==> config.mk <==
export PLATFORM = sky130hd
export DESIGN_NAME = k2_fetch_sequencer
export DESIGN_NICKNAME = d
export VERILOG_FILES = /design/src/rtl/k2_pkg.sv /design/src/rtl/k2_fetch_sequencer.sv
export SDC_FILE = /design/constraint.sdc
export NUM_CORES = 1
export LEC_CHECK = 0
export ABC_CLOCK_PERIOD_IN_PS = 2500
export CAP_MARGIN = 20
export CORE_AREA = 2 2 50 52
export DETAILED_ROUTE_END_ITERATION = 12
export DIE_AREA = 0 0 52 54
export HOLD_SLACK_MARGIN = 0.15
export PLACE_DENSITY = 0.87
export SLEW_MARGIN = 5
export SYNTH_ARGS = -nofsm -noshare
export SYNTH_HDL_FRONTEND = slang
export SYNTH_SLANG_ARGS = --single-unit
==> constraint.sdc <==
create_clock -name clk -period 2.5 [get_ports clk]
set_input_delay 0.25 -clock clk [delete_from_list [all_inputs] [get_ports clk]]
set_output_delay 0.25 -clock clk [all_outputs]
set_load 0.01 [all_outputs]
==> src/rtl/k2_pkg.sv <==
// Shared types and defaults for the k2 fetch sequencer.
// The HALT state exists only when K2_LOOP_HALT_EN is defined.
package k2_pkg;

    localparam int K2_PC_W     = 8;
    localparam int K2_RESET_PC = 0;

    typedef enum logic [1:0] {
        FETCH = 2'd0,
        EXEC  = 2'd1,
        EXEC2 = 2'd2
`ifdef K2_LOOP_HALT_EN
        ,
        HALT  = 2'd3
`endif
    } k2_seq_state_t;

endpackage

==> src/rtl/k2_fetch_sequencer.sv <==
// Fetch/execute sequencer: FETCH -> EXEC [-> EXEC2] -> FETCH.
// Define K2_LOOP_HALT_EN to stop in HALT on a self-jump.
module k2_fetch_sequencer
    import k2_pkg::*;
#(
    parameter int PC_W     = K2_PC_W,
    parameter int RESET_PC = K2_RESET_PC
) (
    input  logic            clk,
    input  logic            rst_n,
    input  logic            imem_valid,
    output logic            imem_ready,
    input  logic [7:0]      instr,
    input  logic            two_phase,
    input  logic            jcf,
    input  logic [PC_W-1:0] target,
    output logic [PC_W-1:0] pc,
    output logic [7:0]      ir,
    output logic            s_reg,
    output logic            exec_valid,
    output logic            halted
);

    k2_seq_state_t   state, state_n;
    logic [PC_W-1:0] pc_n;
    logic [7:0]      ir_n;
    logic [PC_W-1:0] pc_inc;

    assign pc_inc = pc + PC_W'(1);

    always_ff @(posedge clk or negedge rst_n) begin
        if (!rst_n) begin
            state <= FETCH;
            pc    <= PC_W'(RESET_PC);
            ir    <= '0;
            s_reg <= 1'b0;
        end else begin
            state <= state_n;
            pc    <= pc_n;
            ir    <= ir_n;
            // s_reg is registered so it tracks EXEC2 without decode glitches
            s_reg <= (state_n == EXEC2);
        end
    end

    always_comb begin
        state_n = state;
        pc_n    = pc;
        ir_n    = ir;
        case (state)
            FETCH: begin
                if (imem_valid) begin
                    ir_n    = instr;
                    state_n = EXEC;
                end
            end
            EXEC: begin
                if (two_phase) begin
                    state_n = EXEC2;
                end else if (jcf) begin
`ifdef K2_LOOP_HALT_EN
                    if (target == pc) begin
                        state_n = HALT;
                    end else begin
                        pc_n    = target;
                        state_n = FETCH;
                    end
`else
                    pc_n    = target;
                    state_n = FETCH;
`endif
                end else begin
                    pc_n    = pc_inc;
                    state_n = FETCH;
                end
            end
            EXEC2: begin
                pc_n    = pc_inc;
                state_n = FETCH;
            end
`ifdef K2_LOOP_HALT_EN
            HALT: state_n = HALT;
`endif
            default: state_n = FETCH;
        endcase
    end

    assign imem_ready = (state == FETCH);
    assign exec_valid = (state == EXEC) || (state == EXEC2);

`ifdef K2_LOOP_HALT_EN
    assign halted = (state == HALT);
`else
    assign halted = 1'b0;
`endif

endmodule

* Word-level counts from Yosys, hierarchy flattened *
Cells that the tools add are included.

word-level totals
  logic and storage cells = 20
  bits in registers = 19
  bits of input ports = 21
  ROM bits = 0
  memories = 0
  latch bits = 0
  bits in writable memories = 0

operators by class
  reduce and logical (&&, ||, !) cells = 5
  multiplexer cells = 6
  equality and inequality tests = 4
  div/mod/pow operators = 0
  bitwise gates (word level) = 0
  add/subtract/negate cells = 1
  $mul = 0
  shift-type cells = 0
  magnitude comparators = 0

operators by type and width
  operator                                                               number
  8-bit 2-to-1 mux                                                       2
  8-bit one-hot mux with 2 select lines                                  1
  8-bit by 1-bit adder with 8-bit output, second input constant          1
  2-bit equality test, second input constant                             2
  2-bit 2-to-1 mux                                                       2
  2-bit one-hot mux with 2 select lines                                  1
  2-bit AND reduction                                                    2
  2-bit by 1-bit equality test with 1-bit output, second input constant  1
  2-bit logical NOT                                                      1
  2-bit inequality test, second input constant                           1
  2-bit nonzero test                                                     1
  1-bit logical OR                                                       1

* Logic depth before layout (Yosys ltp) *
Gate-level depths: netlist (run 1).

  depth in word-level cells = 4
  gate-level depth with buffers = 8

* Worst setup path after synthesis (run 1) *
No wires, ideal clock.

  path kind = reg-to-reg
  from = register state[0]
  to = register ir[0]
  arrival time = 1.232 ns
  path buffers = 0
  path slack = 1.143 ns
  required time = 2.375 ns
  clock period less this slack = 1.357 ns
  library setup time = 0.125 ns
  stages on the path, launching flop included = 5
  cells stage by stage = dfrtp_1 -> inv_1 -> ha_1 -> nand2_1 -> mux2_2

between the ends
  cells in the longest elaborated chain, start to end = 2

ends and longest elaborated chain
  what                                  RTL line                  text
  start, declared                       k2_fetch_sequencer.sv:24  k2_seq_state_t state, state_n;
  start signal, assigned                k2_fetch_sequencer.sv:38  state <= state_n;
  2-bit logical NOT                     --
  net imem_ready                        k2_fetch_sequencer.sv:12  output logic imem_ready,
  2-bit AND reduction (no source line)  --
  end signal, assigned                  k2_fetch_sequencer.sv:40  ir <= ir_n;
  end, declared                         k2_fetch_sequencer.sv:18  output logic [7:0] ir,

The timed path passes the listed nets, and every way through them passes these cells.
A chain may end at the register's enable or synchronous reset.

* Worst setup path in the final report (run 1) *
  from = register state[0]
  to = output exec_valid

between the ends
  cells in the longest elaborated chain, start to end = 2

ends and longest elaborated chain
  what                                                                                   RTL line                  text
  2-bit by 1-bit equality test with 1-bit output or 2-bit equality test (tied branches)  k2_fetch_sequencer.sv:89  assign exec_valid = (state == EXEC) || (state == EXEC2);
  1-bit logical OR *                                                                     k2_fetch_sequencer.sv:89
  end, declared                                                                          k2_fetch_sequencer.sv:20  output logic exec_valid,

Every way passes the cells marked *; elsewhere a longest branch is shown, timed or not.

==> metrics, run 1 <==
status complete, no violations; unrepaired setup endpoints after global routing no; crit path cell chain inv_1, ha_1, clkdlybuf4s50_1; most used routing layer met2; Fillers 216; post-synth top area cell dfrtp_1; global route overflow 0; register area share after synthesis 0.4891; initial antenna violation count 0; Inserted Clock Buffers 3; Critical Path Max Stage Delay 0.53 ns; clock buffer depth 2; main combinational cell family by area after synthesis compound AO/OA/AOI/OAI gates; Starting Density 0.4191; pre-CTS WS 0.9629 ns; clock network latency to the later pin of the worst-skew pair 0.30 ns; met3 GRT Util 0.05278; Mapped Area 972.2 um^2; CP Capture Type output pin; Chip Width roughly 52 um; syn_nets 116; reg2reg start state[1]$_DFF_PN0_; Root Buffer Master clkbuf_4; syn avg cell area about 11 um^2; min Tclk post-route between 1.5 and 2 ns; main flop type after synthesis dfrtp_1; PD cells around 1200 nW/um^2; clock skew 0.002452 ns; asr flop ratio synth 1.000; Cells after Synth 91; total routed wirelength roughly 2100 um; Pre-antenna DRT Iters 4; crit start category flop; EDFF count, synth 0; slew of the pin with the lowest slew margin 0.8394 ns; Cell variety after synth 30; wire per inst between 10 and 15 um; setup tns final 0 ns; GRT Total Usage 0.1694; detailed placement HPWL 1631 um; FF+latch count, synth 19; final setup vio count 0; Register Area 475.5 um^2; via count 819; Crit Path Class reg -> out; synthesis warning total 0; via/cell ratio between 5 and 6; CP arrival between 1.5 and 2 ns; Regs by FF count ir: 8 flops, pc: 8 flops, state: 2 flops; area grow syn2layout 42.60%; type of the tightest min-delay check in -> async; Max FO, Critical Path 3; Worst VDD drop 768.2 uV; area of the multi-input gates 444.2 um^2; top cells by area, synth dfrtp_1, mux2_2, a21oi_1, ha_1, nand2_1; post-cts hold buffer count 0; mux share of post-synthesis cell area 0.1030; Placed Area 1359 um^2; r2r setup slk 0.94 ns; GR Util met2 0.3143; DRC Markers 0; cts repair resizes 0; Tcrit/Tclk final 0.7295; GR Util met1 0.1783; Leakage about 0.58 nW; Max Clk Rate 548.3 MHz; initial drt markers 2; Max Slew Vio Count 0; first-pass GRT wire length between 3000 and 4000 um; area share of fa/ha/maj cells after synthesis 0.05148; number of placed I/O pins 41; design area ~1400 um^2; CTS tree done; Slowest cell on crit path clkdlybuf4s50_1; number of nets still failing antenna checks after routing 0; layout cells sized above 1 0.1308; Synth Area in Compound Gates 0.1596; XOR/XNOR share of the synthesized area 0; vias in the first global route 838; Worst Path Required 2.25 ns; H-tree Lvls 1; register clock-pin slew on the reported worst setup and hold paths around 0.11 ns; post-CTS setup buffer count 0; Worst R2R End pc[0]$_DFFE_PN0P_; R2R depth 6; Top Family by Delay on Critical Path buffers and inverters; share of the synthesized area in the top cell type 0.4891; WP buf/inv 2; die area 2808 um^2; Final Hold Viols 0; fin nets roughly 160; Row Count 18; maxcap violations 0; Port Buf Inserts 39; # diodes 0; Vert. Die Dim 54 um; Final Wtd Congestion roughly 0.77; setup ws final 0.6761 ns; Worst slew margin 0.4387; pin count of the biggest net entering global routing 20; Post-Synth Simple-Gate Area 0.1390; core region area 2320 um^2; clk sinks 19
-- routing by layer --
| metal | vias to the layer above | wire length (um) |
|---|---|---|
| met3 | 2 | 180 |
| met5 | - | 0 |
| met1 | 385 | 815 |
| met2 | 32 | 1079 |
| li1 | 400 | - |
| met4 | 0 | 19 |
-- cell families (layout without fill, tap and decap cells) --
group           Yosys count  in the layout
compound gates           26             26
fa+ha+maj                 4              4
buf+inv                   7             46
flops                    19             19
mux                       9              9
other cells               1              1
simple gates             25             25
-- area by class of cell --
type	instances	area share
well taps	30	0.02708
flip-flops and latches	19	0.3430
clock inverters	1	0.003610
repair buffers	39	0.2816
inverters	3	0.008123
multi-input cells	65	0.3204
clock buffers	3	0.01625
-- cells in the mapped netlist (all sizes together), types with 2 or more instances --
cell,instances
a21oi,11
a2bb2oi,2
buf,4
dfrtp,19
ha,4
inv,3
mux2,8
nand2,12
nand2b,2
nand3,3
nor2,2
o21ai,8
o22ai,3
-- power by group --
part	total, mW	switching [mW]	internal, mW
clock network	0.154	0.0943	0.0596
registers	0.591	0.131	0.460
logic	0.951	0.417	0.534
-- worst max-delay path by stage --
stage,cells after the start,start,endpoint
final,3,state[0]$_DFF_PN0_,exec_valid
after global routing,3,state[0]$_DFF_PN0_,imem_ready
after CTS,3,state[0]$_DFF_PN0_,exec_valid
after detailed placement,5,two_phase,pc[0]$_DFFE_PN0P_
after global placement,5,two_phase,pc[0]$_DFFE_PN0P_
after floorplan,4,state[0]$_DFF_PN0_,ir[0]$_DFFE_PN0P_
-- layout by cell type (no fill, tap or decap), types with 2 or more instances in the layout --
cell and instances:
a21oi_1 10, clkbuf_4 3, clkdlybuf4s50_1 39, dfrtp_1 19, ha_1 4, inv_1 3, mux2_2 8, nand2_1 11
nand3_1 3, nor2_1 2, o21ai_0 5, o21ai_1 3, o22ai_1 3
-- through the flow --
stage,power [mW],hold WS [ns],std cells,util
CTS,1.715,0.4450,160,0.5976
detailed placement,1.553,0.5011,156,0.5858
global placement,1.512,0.4896,156,0.5858
floorplan,1.129,-0.04559,91,-
global route,1.834,0.5025,160,0.5976
finish,1.696,0.4242,160,0.5976
Power figures use the tool's default switching activity.
==> run 2: changes to the inputs <==
--- a/config.mk
+++ b/config.mk
@@ -5,13 +5,13 @@
 export SDC_FILE = /design/constraint.sdc
 export NUM_CORES = 1
 export LEC_CHECK = 0
-export ABC_CLOCK_PERIOD_IN_PS = 2500
+export ABC_CLOCK_PERIOD_IN_PS = 1600
 export CAP_MARGIN = 20
-export CORE_AREA = 2 2 50 52
+export CORE_AREA = 2 2 55 57
 export DETAILED_ROUTE_END_ITERATION = 12
-export DIE_AREA = 0 0 52 54
+export DIE_AREA = 0 0 57 59
 export HOLD_SLACK_MARGIN = 0.15
-export PLACE_DENSITY = 0.87
+export PLACE_DENSITY = 0.77
 export SLEW_MARGIN = 5
 export SYNTH_ARGS = -nofsm -noshare
 export SYNTH_HDL_FRONTEND = slang
==> constraint.sdc (replaced) <==
create_clock -name clk -period 1.6 [get_ports clk]
set_input_delay 0.16 -clock clk [delete_from_list [all_inputs] [get_ports clk]]
set_output_delay 0.16 -clock clk [all_outputs]
set_load 0.01 [all_outputs]
==> metrics, run 2 (synthesized netlist as in run 1, its figures left out) <==
status complete, no violations; Max Clk Rate ~670 MHz; core region area 2710 um^2; Hold Slack between 0.15 and 0.2 ns; DRC Markers 0; Slowest cell on crit path dfrtp_1; post-cts hold buffer count 0; total routed wirelength 2143 um; number of placed I/O pins 41; clock network latency to the later pin of the worst-skew pair 0.30 ns; Critical Path Max Stage Delay 0.39 ns; PD cells 1884 nW/um^2; clk sinks 19; fin nets 157; register clock-pin slew on the reported worst setup and hold paths 0.11 ns; initial antenna violation count 0; crit start category flop; # diodes 0; most frequent cells in the layout clkdlybuf4s50_1, dfrtp_1, nand2_1; Final Hold Viols 0; H-tree Lvls 1; clock skew 0.001641 ns; Register Area 475.5 um^2; most common cell after layout, fill and taps aside clkdlybuf4s50_1; Tcrit/Tclk final 0.9353; Vert. Die Dim 59 um; layout cells sized above 1 0.1450; initial drt markers 0; Final Wtd Congestion 0.7431; detailed placement HPWL 1673 um; Core Util, Final 0.5143; Max FO, Critical Path 3; wire per inst 13.23 um; power after layout 2.626 mW; Max Slew Vio Count 0; Inserted Clock Buffers 3; GRT Total Usage 0.1326; Port Buf Inserts 39; Starting Density 0.3587; crit path cell chain inv_1, ha_1, dlygate4sd2_1; Root Buffer Master clkbuf_4; vias in the first global route between 800 and 900; Crit Path Class reg -> out; global route overflow 0; setup ws final 0.1035 ns; area grow syn2layout 43.37%; pin count of the biggest net entering global routing 20; via/cell ratio 5.025; Fillers roughly 270; first-pass GRT wire length 3394 um; type of the tightest min-delay check in -> async; via count about 800; CP arrival 1.34 ns; Row Count 19; clock buffer depth 2; pre-CTS WS 0.1012 ns; CTS tree done; maxcap violations 0; Leakage 0.5921 nW; min Tclk post-route 1.497 ns; Worst Path Required 1.44 ns; final setup vio count 0; CP Capture Type output pin; unrepaired setup endpoints after global routing no; die area 3363 um^2; Chip Width roughly 57 um; setup tns final 0 ns; number of nets still failing antenna checks after routing 0; Pre-antenna DRT Iters 1; Regs by FF count ir: 8 flops, pc: 8 flops, state: 2 flops; area of the multi-input gates 445.4 um^2; Worst VDD drop 1007 uV
[run 2: worst max-delay path: cells and delay by family, from the launching register on]
kind / cells / cell delay (ns)
flops: 1 / 0.39
buf+inv: 2 / 0.35
fa+ha+maj: 1 / 0.29
[run 2: stage by stage]
step	cells	instance area, um^2
after floorplan	91	972.2
after global routing	162	1394
after CTS	162	1393
final	162	1394
after global placement	158	1368
after detailed placement	158	1368
[run 2: layout make-up]
cell class / instances / area share
flip-flops and latches: 19 / 0.3411
multi-input cells: 65 / 0.3196
well taps: 31 / 0.02783
repair buffers: 40 / 0.2837
inverters: 3 / 0.008079
clock inverters: 1 / 0.003591
clock buffers: 3 / 0.01616
[run 2: path summary, 6_finish.rpt]
kind | from | endpoint | slack [ns] | cells past startpoint
max in group asynchronous | rst_n | pc[4]$_DFFE_PN0P_ | 1.23 | 2
min in group clk | target[1] | pc[1]$_DFFE_PN0P_ | 0.43 | 3
max | state[0]$_DFF_PN0_ | exec_valid | 0.10 | 3
max reg2reg | state[0]$_DFF_PN0_ | ir[6]$_DFFE_PN0P_ | 0.14 | 4
min | rst_n | ir[7]$_DFFE_PN0P_ | 0.17 | 2
min reg2reg | ir[3]$_DFFE_PN0P_ | ir[3]$_DFFE_PN0P_ | 0.52 | 1
[run 2: per-layer routing]
layer	share of wire	vias up	wire, um	global-route usage
met4	0.013	0	27	0.06977
met3	0.086	4	185	0.04367
li1	-	406	-	-
met2	0.50	30	1076	0.2381
met1	0.40	374	854	0.1377
met5	0	-	0	0
[run 2: repair_timing]
item / 4_1_cts / 5_1_grt
setup endpoints to repair: 2 / 6
gates resized for setup: 2 / 1
buffers inserted: 0 / 0
[run 2: where the power goes]
part	internal, mW	switching (mW)	total (mW)
combinational	0.813	0.646	1.46
sequential	0.719	0.202	0.922
clock	0.0933	0.152	0.245
==> run 3: changes to the inputs <==
--- a/config.mk
+++ b/config.mk
@@ -6,12 +6,11 @@
 export NUM_CORES = 1
 export LEC_CHECK = 0
 export ABC_CLOCK_PERIOD_IN_PS = 1600
-export CAP_MARGIN = 20
-export CORE_AREA = 2 2 55 57
+export CORE_AREA = 10 10 63 65
 export DETAILED_ROUTE_END_ITERATION = 12
-export DIE_AREA = 0 0 57 59
+export DIE_AREA = 0 0 73 75
 export HOLD_SLACK_MARGIN = 0.15
-export PLACE_DENSITY = 0.77
+export PLACE_DENSITY = 0.75
 export SLEW_MARGIN = 5
 export SYNTH_ARGS = -nofsm -noshare
 export SYNTH_HDL_FRONTEND = slang
==> metrics, run 3 (synthesized netlist as in run 1, its figures left out) <==
status complete, no violations; final setup vio count 0; Sw Pwr around 1.0 mW; Fillers 268; Crit Path Class reg -> out; Starting Density 0.3587; Chip Width 73 um; # diodes 0; crit path cell chain inv_1, ha_1, dlygate4sd2_1; initial antenna violation count 0; combinational power share 0.568; reg2reg start state[0]$_DFF_PN0_; Critical Path Max Stage Delay 0.39 ns; CTS tree done; Worst VDD drop 1282 uV; die area 5475 um^2; first-pass GRT wire length 4360 um; Slowest cell on crit path dfrtp_1; total routed wirelength between 2000 and 3000 um; area of the multi-input gates 445.4 um^2; clock skew 0.002509 ns; unrepaired setup endpoints after global routing no; clock buffer depth 2; Row Count 19; GRT Total Usage 0.09997; number of placed I/O pins 41; most frequent cells in the layout clkdlybuf4s50_1, dfrtp_1, nand2_1; setup tns final 0 ns; Max Slew Vio Count 0; DRC Markers 0; fin nets between 150 and 200; detailed placement HPWL 2014 um; Port Buf Inserts 39; Top Family by Delay on Critical Path flip-flops; Max Clk Rate 665.4 MHz; Inserted Clock Buffers 3; Tcrit/Tclk final 0.9392; Pre-antenna DRT Iters 6; register clock-pin slew on the reported worst setup and hold paths 0.10 ns; crit start category flop; Vert. Die Dim approximately 75 um; sequential share of power 0.341; min Tclk post-route approximately 1.5 ns; PD cells 1906 nW/um^2; initial drt markers 35; pin count of the biggest net entering global routing 20; most common cell after layout, fill and taps aside clkdlybuf4s50_1; wire per inst approximately 16 um; Register Area 475.5 um^2; global route overflow 0; Regs by FF count ir: 8 flops, pc: 8 flops, state: 2 flops; type of the tightest min-delay check in -> async; r2r setup slk approximately 0.15 ns; maxcap violations 0; via count between 800 and 900; clk sinks 19; H-tree Lvls 1; Clock Power Share 0.091; Max FO, Critical Path 3; power after layout ~2.7 mW; Root Buffer Master clkbuf_4; clock network latency to the later pin of the worst-skew pair 0.30 ns; number of nets still failing antenna checks after routing 0; core region area 2710 um^2; CP Capture Type output pin; post-cts hold buffer count 0; sw frac 0.3805; via/cell ratio 5.098; Final Hold Viols 0; layout cells sized above 1 0.1504; R2R depth 4; CP arrival 1.34 ns; vias in the first global route 898; cell internal pwr 1.662 mW; WP buf/inv 2; area grow syn2layout 44.79%; Worst Path Required between 1 and 1.5 ns; Worst R2R End ir[6]$_DFFE_PN0P_; Leakage ~0.60 nW; Final Wtd Congestion slightly below 0.8
run 3: cell types whose count changed in the layout (fill, tap and decap cells not counted), sizes merged:
cell	before	now
buf	1	3
clkinv	1	0
clkbuf	3	4
run 3: repair_timing:
| action | 4_1_cts | 5_1_grt |
|---|---|---|
| buffers inserted | 1 | 0 |
| pin swaps | 0 | 0 |
| endpoints found under the hold margin | 0 | 0 |
| gates cloned | 0 | 0 |
| resized for setup | 2 | 1 |
| setup endpoints to repair | 2 | 7 |
run 3: metal layers:
layer	up-vias	GRT usage	wire length, um
met1	394	0.1061	946
met5	-	0	0
met3	5	0.06570	378
li1	403	-	-
met2	34	0.1509	1190
met4	0	0.04852	38
run 3: final cells by class:
class | count | share of cell area
clock buffer | 4 | 0.01867
inverter | 3 | 0.008000
multi-input combinational | 65 | 0.3164
sequential | 19 | 0.3378
tap | 31 | 0.02756
timing repair buffer | 42 | 0.2916
run 3: through the flow:
stage,instance area [um^2],hold slack (ns),std cells,util,setup WS (ns)
after detailed placement,1375,0.4946,159,0.5074,0.03882
after global placement,1375,0.4888,159,0.5074,0.1445
after CTS,1406,0.1856,164,0.5189,0.05660
after global routing,1408,0.1842,164,0.5194,0.02035
final,1408,0.1810,164,0.5194,0.09725
after floorplan,972.2,-0.1356,91,-,0.2432
run 3: power groups by stage:
stage	combinational, mW	sequential (mW)	clock [mW]
2_1_floorplan	0.763	1.00	0
3_3_place_gp	1.51	0.917	0
3_5_place_dp	1.55	0.931	0
4_1_cts	1.55	0.919	0.255
5_1_grt	1.69	0.968	0.279
6_report	1.52	0.916	0.243
run 3: how the worst max path moves through the flow:
stage,from,endpoint,slack [ns],cells after the start
2_1_floorplan,state[0]$_DFF_PN0_,ir[0]$_DFFE_PN0P_,0.24,4
3_3_place_gp,state[1]$_DFF_PN0_,pc[0]$_DFFE_PN0P_,0.14,6
3_5_place_dp,state[1]$_DFF_PN0_,pc[0]$_DFFE_PN0P_,0.04,6
4_1_cts,state[0]$_DFF_PN0_,pc[0]$_DFFE_PN0P_,0.06,5
5_1_grt,state[1]$_DFF_PN0_,pc[5]$_DFFE_PN0P_,0.02,5
6_report,state[0]$_DFF_PN0_,exec_valid,0.1,3
